### config.mk
export PLATFORM = sky130hd
export DESIGN_NAME = aho_table_writer
export DESIGN_NICKNAME = d
export VERILOG_FILES = /design/src/rtl/aho_table_pkg.sv /design/src/rtl/aho_table_ram.sv /design/src/rtl/aho_table_writer.sv
export SDC_FILE = /design/constraint.sdc
export NUM_CORES = 1
export LEC_CHECK = 0
export CELL_PAD_IN_SITES_DETAIL_PLACEMENT = 0
export CELL_PAD_IN_SITES_GLOBAL_PLACEMENT = 1
export CORE_UTILIZATION = 54
export CTS_CLUSTER_DIAMETER = 60
export DETAILED_ROUTE_END_ITERATION = 6
export GPL_ROUTABILITY_DRIVEN = 0
export GPL_TIMING_DRIVEN = 0
export PLACE_DENSITY = 0.83
export SYNTH_ARGS = -nofsm -noshare
export SYNTH_HDL_FRONTEND = slang
export SYNTH_SLANG_ARGS = --single-unit
export TNS_END_PERCENT = 50
### constraint.sdc
create_clock -name CLK -period 3.8 [get_ports CLK]
set_input_delay 0.76 -clock CLK [delete_from_list [all_inputs] [get_ports CLK]]
set_output_delay 0.76 -clock CLK [all_outputs]
set_load 0.02 [all_outputs]
### src/rtl/aho_table_pkg.sv
// Shared types and sizes for the Aho-Corasick table writer.
// Holds table geometry, beat-kind constants, the loader FSM encoding
// and the packed goto-entry layout stored in the goto RAM.
package aho_table_pkg;

    localparam int unsigned DEPTH   = 32;
    localparam int unsigned STATE_W = 8;
    localparam int unsigned CHARA_W = 4;
    localparam int unsigned ADDR_W  = 5;
    localparam int unsigned CNT_W   = ADDR_W + 1;
    localparam int unsigned GOTO_W  = STATE_W + CHARA_W + STATE_W;
    localparam int unsigned CSUM_W  = 8;

    localparam logic KIND_GOTO = 1'b0;
    localparam logic KIND_FAIL = 1'b1;

    typedef enum logic [1:0] {
        ST_IDLE = 2'd0,
        ST_GOTO = 2'd1,
        ST_FAIL = 2'd2,
        ST_DONE = 2'd3
    } aho_state_e;

    typedef struct packed {
        logic [STATE_W-1:0] cur;
        logic [CHARA_W-1:0] chara;
        logic [STATE_W-1:0] nxt;
    } goto_entry_t;

endpackage

### src/rtl/aho_table_ram.sv
// Single-write / single-read synchronous RAM.
// Ports: clk_i, rst_ni (clears only the read register), we_i/waddr_i/wdata_i
// write port, raddr_i read address, rdata_o read data one cycle later.
// Reads see the old contents when the same address is written that cycle.
module aho_table_ram #(
    parameter int unsigned WIDTH = 8,
    parameter int unsigned DEPTH = 32,
    localparam int unsigned AW   = (DEPTH > 1) ? $clog2(DEPTH) : 1
) (
    input  logic             clk_i,
    input  logic             rst_ni,
    input  logic             we_i,
    input  logic [AW-1:0]    waddr_i,
    input  logic [WIDTH-1:0] wdata_i,
    input  logic [AW-1:0]    raddr_i,
    output logic [WIDTH-1:0] rdata_o
);

    logic [WIDTH-1:0] mem_q [DEPTH];
    logic [WIDTH-1:0] rdata_q;

    // Storage array: contents are intentionally not reset.
    always_ff @(posedge clk_i) begin
        if (we_i) begin
            mem_q[waddr_i] <= wdata_i;
        end
    end

    // Read register, always enabled.
    always_ff @(posedge clk_i or negedge rst_ni) begin
        if (!rst_ni) begin
            rdata_q <= '0;
        end else begin
            rdata_q <= mem_q[raddr_i];
        end
    end

    assign rdata_o = rdata_q;

endmodule

### src/rtl/aho_table_writer.sv
// Loads Aho-Corasick goto and failure tables from a valid/ready host stream
// and exposes both tables through synchronous read ports.
// Ports: CLK/RST (async active-low), START load pulse, WR_* write stream,
// RD_ADDR -> RD_CUR/RD_CHARA/RD_NEXT goto read, RD_FADDR -> RD_FAIL failure
// read, GOTO_COUNT, TABLE_VALID, sticky ERR_OVF/ERR_ORDER, CHECKSUM.
// Optional macro AHO_TABLE_CHECKSUM_EN enables the CHECKSUM accumulator;
// without it CHECKSUM is constant zero.
module aho_table_writer
    import aho_table_pkg::*;
(
    input  logic               CLK,
    input  logic               RST,
    input  logic               START,
    input  logic               WR_VALID,
    output logic               WR_READY,
    input  logic               WR_KIND,
    input  logic [STATE_W-1:0] WR_CUR,
    input  logic [CHARA_W-1:0] WR_CHARA,
    input  logic [STATE_W-1:0] WR_NEXT,
    input  logic               WR_LAST,
    input  logic [ADDR_W-1:0]  RD_ADDR,
    output logic [STATE_W-1:0] RD_CUR,
    output logic [CHARA_W-1:0] RD_CHARA,
    output logic [STATE_W-1:0] RD_NEXT,
    input  logic [ADDR_W-1:0]  RD_FADDR,
    output logic [STATE_W-1:0] RD_FAIL,
    output logic [CNT_W-1:0]   GOTO_COUNT,
    output logic               TABLE_VALID,
    output logic               ERR_OVF,
    output logic               ERR_ORDER,
    output logic [CSUM_W-1:0]  CHECKSUM
);

    aho_state_e         state_q, state_d;
    logic               ready_q, ready_d;
    logic [CNT_W-1:0]   cnt_q, cnt_d;
    logic               tvalid_q, tvalid_d;
    logic               ovf_q, ovf_d;
    logic               order_q, order_d;

    logic               goto_we;
    logic               fail_we;
    logic [ADDR_W-1:0]  fail_waddr;
    logic               accept;
    goto_entry_t        goto_wdata;
    goto_entry_t        goto_rdata;

    // READY is registered, so acceptance never loops back through WR_VALID.
    assign accept     = WR_VALID && ready_q;
    assign fail_waddr = ADDR_W'(WR_CUR - STATE_W'(1));
    assign goto_wdata = '{cur: WR_CUR, chara: WR_CHARA, nxt: WR_NEXT};

    // Next-state and write-enable decode.
    always_comb begin
        state_d  = state_q;
        cnt_d    = cnt_q;
        tvalid_d = tvalid_q;
        ovf_d    = ovf_q;
        order_d  = order_q;
        goto_we  = 1'b0;
        fail_we  = 1'b0;

        if (START) begin
            // START wins over any coincident beat.
            state_d  = ST_GOTO;
            cnt_d    = '0;
            tvalid_d = 1'b0;
            ovf_d    = 1'b0;
            order_d  = 1'b0;
        end else if (accept) begin
            unique case (state_q)
                ST_GOTO: begin
                    if (WR_KIND == KIND_GOTO) begin
                        if (cnt_q < CNT_W'(DEPTH)) begin
                            goto_we = 1'b1;
                            cnt_d   = cnt_q + CNT_W'(1);
                        end else begin
                            ovf_d = 1'b1;
                        end
                    end else begin
                        order_d = 1'b1;
                    end
                    if (WR_LAST) begin
                        state_d = ST_FAIL;
                    end
                end
                ST_FAIL: begin
                    if (WR_KIND == KIND_FAIL) begin
                        if ((WR_CUR == '0) || (WR_CUR > STATE_W'(DEPTH))) begin
                            order_d = 1'b1;
                        end else begin
                            fail_we = 1'b1;
                        end
                    end else begin
                        order_d = 1'b1;
                    end
                    if (WR_LAST) begin
                        state_d  = ST_DONE;
                        tvalid_d = 1'b1;
                    end
                end
                default: ;
            endcase
        end

        ready_d = (state_d == ST_GOTO) || (state_d == ST_FAIL);
    end

    // Control registers.
    always_ff @(posedge CLK or negedge RST) begin
        if (!RST) begin
            state_q  <= ST_IDLE;
            ready_q  <= 1'b0;
            cnt_q    <= '0;
            tvalid_q <= 1'b0;
            ovf_q    <= 1'b0;
            order_q  <= 1'b0;
        end else begin
            state_q  <= state_d;
            ready_q  <= ready_d;
            cnt_q    <= cnt_d;
            tvalid_q <= tvalid_d;
            ovf_q    <= ovf_d;
            order_q  <= order_d;
        end
    end

    assign WR_READY    = ready_q;
    assign GOTO_COUNT  = cnt_q;
    assign TABLE_VALID = tvalid_q;
    assign ERR_OVF     = ovf_q;
    assign ERR_ORDER   = order_q;

`ifdef AHO_TABLE_CHECKSUM_EN
    logic [CSUM_W-1:0] csum_q, csum_d;

    // XOR of written fields; the character is ignored on failure beats.
    always_comb begin
        csum_d = csum_q;
        if (START) begin
            csum_d = '0;
        end else if (goto_we) begin
            csum_d = csum_q ^ CSUM_W'(WR_CUR) ^ CSUM_W'(WR_NEXT) ^ CSUM_W'(WR_CHARA);
        end else if (fail_we) begin
            csum_d = csum_q ^ CSUM_W'(WR_CUR) ^ CSUM_W'(WR_NEXT);
        end
    end

    always_ff @(posedge CLK or negedge RST) begin
        if (!RST) begin
            csum_q <= '0;
        end else begin
            csum_q <= csum_d;
        end
    end

    assign CHECKSUM = csum_q;
`else
    assign CHECKSUM = '0;
`endif

    aho_table_ram #(
        .WIDTH (GOTO_W),
        .DEPTH (DEPTH)
    ) u_goto_ram (
        .clk_i   (CLK),
        .rst_ni  (RST),
        .we_i    (goto_we),
        .waddr_i (cnt_q[ADDR_W-1:0]),
        .wdata_i (goto_wdata),
        .raddr_i (RD_ADDR),
        .rdata_o (goto_rdata)
    );

    aho_table_ram #(
        .WIDTH (STATE_W),
        .DEPTH (DEPTH)
    ) u_fail_ram (
        .clk_i   (CLK),
        .rst_ni  (RST),
        .we_i    (fail_we),
        .waddr_i (fail_waddr),
        .wdata_i (WR_NEXT),
        .raddr_i (RD_FADDR),
        .rdata_o (RD_FAIL)
    );

    assign RD_CUR   = goto_rdata.cur;
    assign RD_CHARA = goto_rdata.chara;
    assign RD_NEXT  = goto_rdata.nxt;

endmodule

==> results of run 1 <==
[state kept, by name (all words and copies together), names as in the netlist]
register / cells
state_q: 2
ERR_ORDER: 1
GOTO_COUNT: 6
u_fail_ram.mem_q: 256
u_goto_ram.mem_q: 640
ERR_OVF: 1
u_goto_ram.rdata_o: 20
TABLE_VALID: 1
WR_READY: 1
u_fail_ram.rdata_o: 8
[metal layers]
layer / share of wire, % / global-route usage (%) / vias to the layer above
met5: 0 / 0 / -
met4: 2.6 / 7.40 / 0
met3: 8.1 / 4.59 / 129
met2: 48 / 39.1 / 858
met1: 41 / 34.6 / 9701
li1: - / - / 8148
[critical path, stage by stage]
cell and delay, ps:
dlygate4sd2_1 670, or2_2 580, nor4_1 420, and3_1 240, buf_2 170, nand3_2 240, nor2_1 740
[cells by family (layout without fill, tap and decap cells)]
kind of cell | Yosys count | after routing | share of synthesized area, %
xor gates and xnor gates | 6 | 6 | 0.145
muxes | 411 | 411 | 14.1
other | 1 | 9 | 0.0103
adders and majority gates | 7 | 7 | 0.242
buffers and inverters | 121 | 408 | 1.54
and+or+nand+nor | 250 | 250 | 3.24
DFF | 936 | 936 | 77.0
AOI/OAI and AO/OA | 190 | 190 | 3.70
[metrics by stage]
step,utilization (%),setup WS [ps]
final,63.6,235
after global routing,63.6,36.4
after detailed placement,58.9,-1570
after global placement,57.5,-1930
after floorplan,-,499
after CTS,63.5,78.7
[layout make-up]
| class | count | area share [%] |
|---|---|---|
| sequential | 936 | 66.4 |
| multi-input combinational | 872 | 18.9 |
| clock buffer | 120 | 5.96 |
| timing repair buffer | 111 | 3.55 |
| tap | 864 | 2.57 |
| clock inverter | 56 | 1.32 |
| buffer | 115 | 1.27 |
| inverter | 6 | 0.0536 |
| antenna | 1 | 0.00596 |
[where the power goes]
group | internal [mW] | leakage, nW | switching (mW)
Sequential | 11.4 | 8.54 | 0.0340
Combinational | 0.437 | 4.27 | 0.753
Clock | 5.19 | 1.48 | 3.88
Total | 17.0 | 14.3 | 4.67
[synth_stat cells (2+ instances only)]
cell type / n
nand3_1: 44
buf_4: 14
a22o_1: 40
nor2_1: 78
nand3b_1: 3
clkbuf_1: 53
nand2_1: 54
xnor2_1: 3
dfrtp_1: 40
a31oi_1: 24
nor2b_1: 5
nand2b_1: 4
and2_1: 2
a21oi_1: 41
nor4_1: 2
and3_1: 3
mux4_2: 80
inv_1: 6
or2_2: 2
nor3_1: 23
nand4_1: 21
mux2i_1: 322
edfxtp_1: 896
or3_1: 2
a22oi_1: 80
mux2_2: 9
nand3b_2: 2
buf_1: 12
ha_1: 7
xor2_1: 3
buf_2: 35
[timing repair]
item | 4_1_cts | 5_1_grt
setup buffers | 0 | 0
resized for setup | 11 | 1
hold buffers | 1 | 0
cloned | 0 | 0
endpoints found under the setup margin | 248 | 267
endpoints found under the hold margin | 11 | 0
[final timing paths]
| path | startpoint | end | slack [ps] | cells past startpoint |
|---|---|---|---|---|
| setup / recovery | WR_CUR[6] | u_fail_ram.mem_q[6][5]$_DFFE_PP_ | 230 | 7 |
| hold / removal | WR_NEXT[4] | u_fail_ram.mem_q[28][4]$_DFFE_PP_ | 440 | 1 |
| setup reg to reg | state_q[1]$_DFF_PN0_ | u_goto_ram.mem_q[3][15]$_DFFE_PP_ | 450 | 7 |
| hold reg to reg | TABLE_VALID$_DFFE_PN0P_ | TABLE_VALID$_DFFE_PN0P_ | 510 | 2 |
| max in group asynchronous | RST | GOTO_COUNT[0]$_DFFE_PN0P_ | 2730 | 3 |
| min in group asynchronous | RST | u_goto_ram.rdata_o[19]$_DFF_PN0_ | 510 | 2 |
==> results.cfg, run 1 <==
[final_layout]
nNetsFinal = 2179
instances_no_fill = 3081
area_delta_synth_final_pct = 15.9
fillers = 4407
multiInputGateArea_sq_mm = 0.00793
final_area_sq_mm = 0.0420
regArea_sq_mm = 0.0279
final_common_cell = edfxtp_1
final_cell_mix = edfxtp_1, mux2i_1, clkbuf_16, a22oi_1, mux4_2
layout-drive-gt1-share_pct = 17.3

[global_routing]
grt_max_degree = 57
grt_usage_pct = 24.5
overflow = 0
grt_pass1_wl_microns = 120000
first_global_vias = 18894
grt_antenna_before_repair = 1

[floorplan]
fp.dieW_microns = 261
rows = 94
die_area_sq_mm = 0.0682
core_region_area_sq_mm = 0.0661
start_util_pct = 54.8
ios = 82
die_h_microns = 261

[drt]
drt-pass1-iter-count = 7
drtIter0Drc = 2137
antenna_left = 0
vias_per_cell = 6.11
num_vias = 18836
drc = 8
routed_wl_microns = 82000
wl_per_cell_microns = 26.6

[worst_setup_path]
arrival_ps = 3850
worstSetupStartpointType = input pin
crit_type = in -> reg
required_ps = 4080
cp-end-kind = flop
crit_fanout = 33

[synth]
synth_cells = 1922
synth_cell_type_count = 43
syn_avg_cell_area_sq_um = 18.9
async_flop_share_pct = 4.27
synth_area_leaders = edfxtp_1, mux2i_1, mux4_2
seq_area_frac_synth_pct = 77.0
synth_edf_count = 896
synth_top_flop_cell = edfxtp_1
yosys_warnings = 0
ys_seq_elements = 936
synth_top_area_share_pct = 74.2
synth_top_area_cell = edfxtp_1
synth_area_sq_mm = 0.0363

[clock_network]
clock_sinks = 936
numCtsBuffers = 94
cts_tree = yes
clk_pin_slew_ps = 60
clock_tree.buffer_depth = 3
worstSkewPairLatency_ps = 660
cts_max_level = 3
cts_root_buffer = clkbuf_16

[placed_design]
placed_cell_area_sq_mm = 0.0389
numPortBuffers = 67
dp_hpwl_microns = 52900
placedCellCount = 2902

[timing]
hold_ws_ps = 437
setup_viol = 0
relSlewSlack_pct = 10.1
tightest_slew_ps = 1340
fin_crit_sh_pct = 93.8
finalHoldViolCount = 0
skew_ps = 35.9
fin_crit_ps = 3570
rsz0062_at_grt = no
finalSetupTns_ps = 0
clock.fmax_mhz = 280
maxSlewViolCount = 0

[power]
powerDensity_mw_per_mm2 = 515
ir_drop_mv = 0.413
finalPower_mw = 21.7
leakage_nw = 14.3

[status]
status = complete, but fails checks
violations = DRC

[flow_run]
max-cap-violations = 0

[min_path]
hp-class = in -> reg
Power figures use the tool's default switching activity.
==> run 2: changes to the inputs <==
--- a/config.mk
+++ b/config.mk
@@ -7,12 +7,13 @@
 export LEC_CHECK = 0
 export CELL_PAD_IN_SITES_DETAIL_PLACEMENT = 0
 export CELL_PAD_IN_SITES_GLOBAL_PLACEMENT = 1
-export CORE_UTILIZATION = 54
+export CORE_UTILIZATION = 58
 export CTS_CLUSTER_DIAMETER = 60
+export CTS_CLUSTER_SIZE = 24
 export DETAILED_ROUTE_END_ITERATION = 6
 export GPL_ROUTABILITY_DRIVEN = 0
 export GPL_TIMING_DRIVEN = 0
-export PLACE_DENSITY = 0.83
+export PLACE_DENSITY = 0.88
 export SYNTH_ARGS = -nofsm -noshare
 export SYNTH_HDL_FRONTEND = slang
 export SYNTH_SLANG_ARGS = --single-unit
==> constraint.sdc (replaced) <==
create_clock -name CLK -period 4.4 [get_ports CLK]
set_input_delay 0.88 -clock CLK [delete_from_list [all_inputs] [get_ports CLK]]
set_output_delay 0.88 -clock CLK [all_outputs]
set_load 0.02 [all_outputs]
==> run 2 against run 1 <==
Net effect:
- the flow now finishes without violations
- non-clock buffer count shrank 2
- clock power decreased by 41%
- combinational power down 13%
- via count down 1.2%
- sequential share of layout area rose by 2.6 points
- cell count down 3.7%
- critical path depth unchanged
==> results.cfg, run 2 (synthesis gave the netlist of run 1 again) <==
[status]
status = finished clean

[placed_design]
numPortBuffers = 67
pre_cts_slack_ps = -990
dp_hpwl_microns = 53200
placed_cell_area_sq_mm = 0.0388
placedCellCount = 2875

[global_routing]
first_global_vias = 18665
grt_usage_pct = 25.7
grt_antenna_before_repair = 1
grt_pass1_wl_microns = 118000
overflow = 0
grt_max_degree = 49

[final_layout]
largest_reg_flops = 640
instances_no_fill = 2968
area_delta_synth_final_pct = 11.6
final_util_pct = 65.6
layout-drive-gt1-share_pct = 15.1
final_area_sq_mm = 0.0405
diodes = 0
fillers = 4075
largest-register = u_goto_ram.mem_q
final_cell_mix = edfxtp_1, mux2i_1, a22oi_1, mux4_2, clkbuf_1
final_common_cell = edfxtp_1
nNetsFinal = 2135

[floorplan]
fp.dieW_microns = 252
ios = 82
rows = 91
die_area_sq_mm = 0.0635
core_region_area_sq_mm = 0.0617
die_h_microns = 252
start_util_pct = 58.7

[worst_setup_path]
required_ps = 4670
crit_type = in -> reg
arrival_ps = 4510
reg2reg_depth = 7
cp-end-kind = flop
reg2reg_from = state_q[1]$_DFF_PN0_
r2r_slack_ps = 610
crit_fanout = 33
worstSetupStartpointType = input pin
r2r-end = u_goto_ram.mem_q[18][10]$_DFFE_PP_

[timing]
clock.fmax_mhz = 236
finalSetupTns_ps = 0
skew_ps = 34.8
tightest_slew_ps = 1360
rsz0062_at_grt = no
finalHoldViolCount = 0
relSlewSlack_pct = 9.38
maxSlewViolCount = 0
hold_ws_ps = 111
fin_crit_sh_pct = 96.3
setup_viol = 0
setup_slack_ps = 163
fin_crit_ps = 4240

[drt]
wl_per_cell_microns = 27.2
vias_per_cell = 6.27
drt-pass1-iter-count = 6
num_vias = 18604
drtIter0Drc = 2091
drc = 0
routed_wl_microns = 80600
antenna_left = 0

[flow_run]
max-cap-violations = 0

[power]
leakage_nw = 13.6
powerDensity_mw_per_mm2 = 400
finalPower_mw = 16.2
ir_drop_mv = 0.399

[clock_network]
numCtsBuffers = 52
cts_setup_buffers = 0
cts.hold.buffers_added = 0
worstSkewPairLatency_ps = 650
cts_tree = yes
clock_tree.buffer_depth = 3
cts_root_buffer = clkbuf_16
clock_sinks = 936
cts_max_level = 2
clk_pin_slew_ps = 90

[min_path]
hp-class = in -> async
==> run 2: area by class of cell <==
| type | instances | area, sq um | area share [%] |
|---|---|---|---|
| inverters | 6 | 22.5 | 0.0557 |
| multi-input cells | 872 | 7910 | 19.6 |
| repair buffers | 109 | 1330 | 3.28 |
| clock buffers | 63 | 1410 | 3.47 |
| plain buffers | 115 | 536 | 1.32 |
| clock inverters | 30 | 305 | 0.755 |
| well taps | 837 | 1050 | 2.59 |
| flip-flops and latches | 936 | 27900 | 69.0 |
==> run 2: metal layers <==
| metal | vias up | share of wire (%) | wire (microns) | track usage, % |
|---|---|---|---|---|
| met4 | 0 | 3.5 | 2830 | 9.35 |
| met1 | 9487 | 39 | 31800 | 35.9 |
| met3 | 147 | 8.8 | 7070 | 4.17 |
| met5 | - | 0 | 0 | 0 |
| met2 | 940 | 48 | 38900 | 41.4 |
| li1 | 8030 | - | - | - |
==> run 2: worst max path at each step <==
stage | start | to | slack (ps) | cells past startpoint
after floorplan | WR_VALID | u_goto_ram.mem_q[28][0]$_DFFE_PP_ | 980 | 5
after global placement | WR_CUR[2] | u_fail_ram.mem_q[15][5]$_DFFE_PP_ | -1310 | 7
after detailed placement | WR_CUR[3] | u_fail_ram.mem_q[23][1]$_DFFE_PP_ | -990 | 8
after CTS | WR_CUR[6] | u_fail_ram.mem_q[16][3]$_DFFE_PP_ | 100 | 7
after global routing | WR_CUR[7] | u_fail_ram.mem_q[24][0]$_DFFE_PP_ | 30 | 7
final | WR_CUR[7] | u_fail_ram.mem_q[13][5]$_DFFE_PP_ | 160 | 7
==> run 2: timing repair <==
action | in CTS | in global routing
gates resized for setup | 3 | 1
pin swaps | 0 | 0
setup endpoints to repair | 21 | 234
==> run 2: worst max-delay path, stage by stage <==
cell             delay (ps)
clkdlybuf4s50_1        1020
or2_2                   660
nor4_1                  510
and3_1                  240
buf_2                   150
nand3b_2                230
nor2_1                  780
==> run 2: power breakdown <==
| part | total (mW) | leakage (nW) | switching [mW] | internal (mW) |
|---|---|---|---|---|
| clock | 5.34 | 0.825 | 2.86 | 2.48 |
| combinational | 1.03 | 4.21 | 0.655 | 0.372 |
| sequential | 9.82 | 8.54 | 0.0247 | 9.79 |
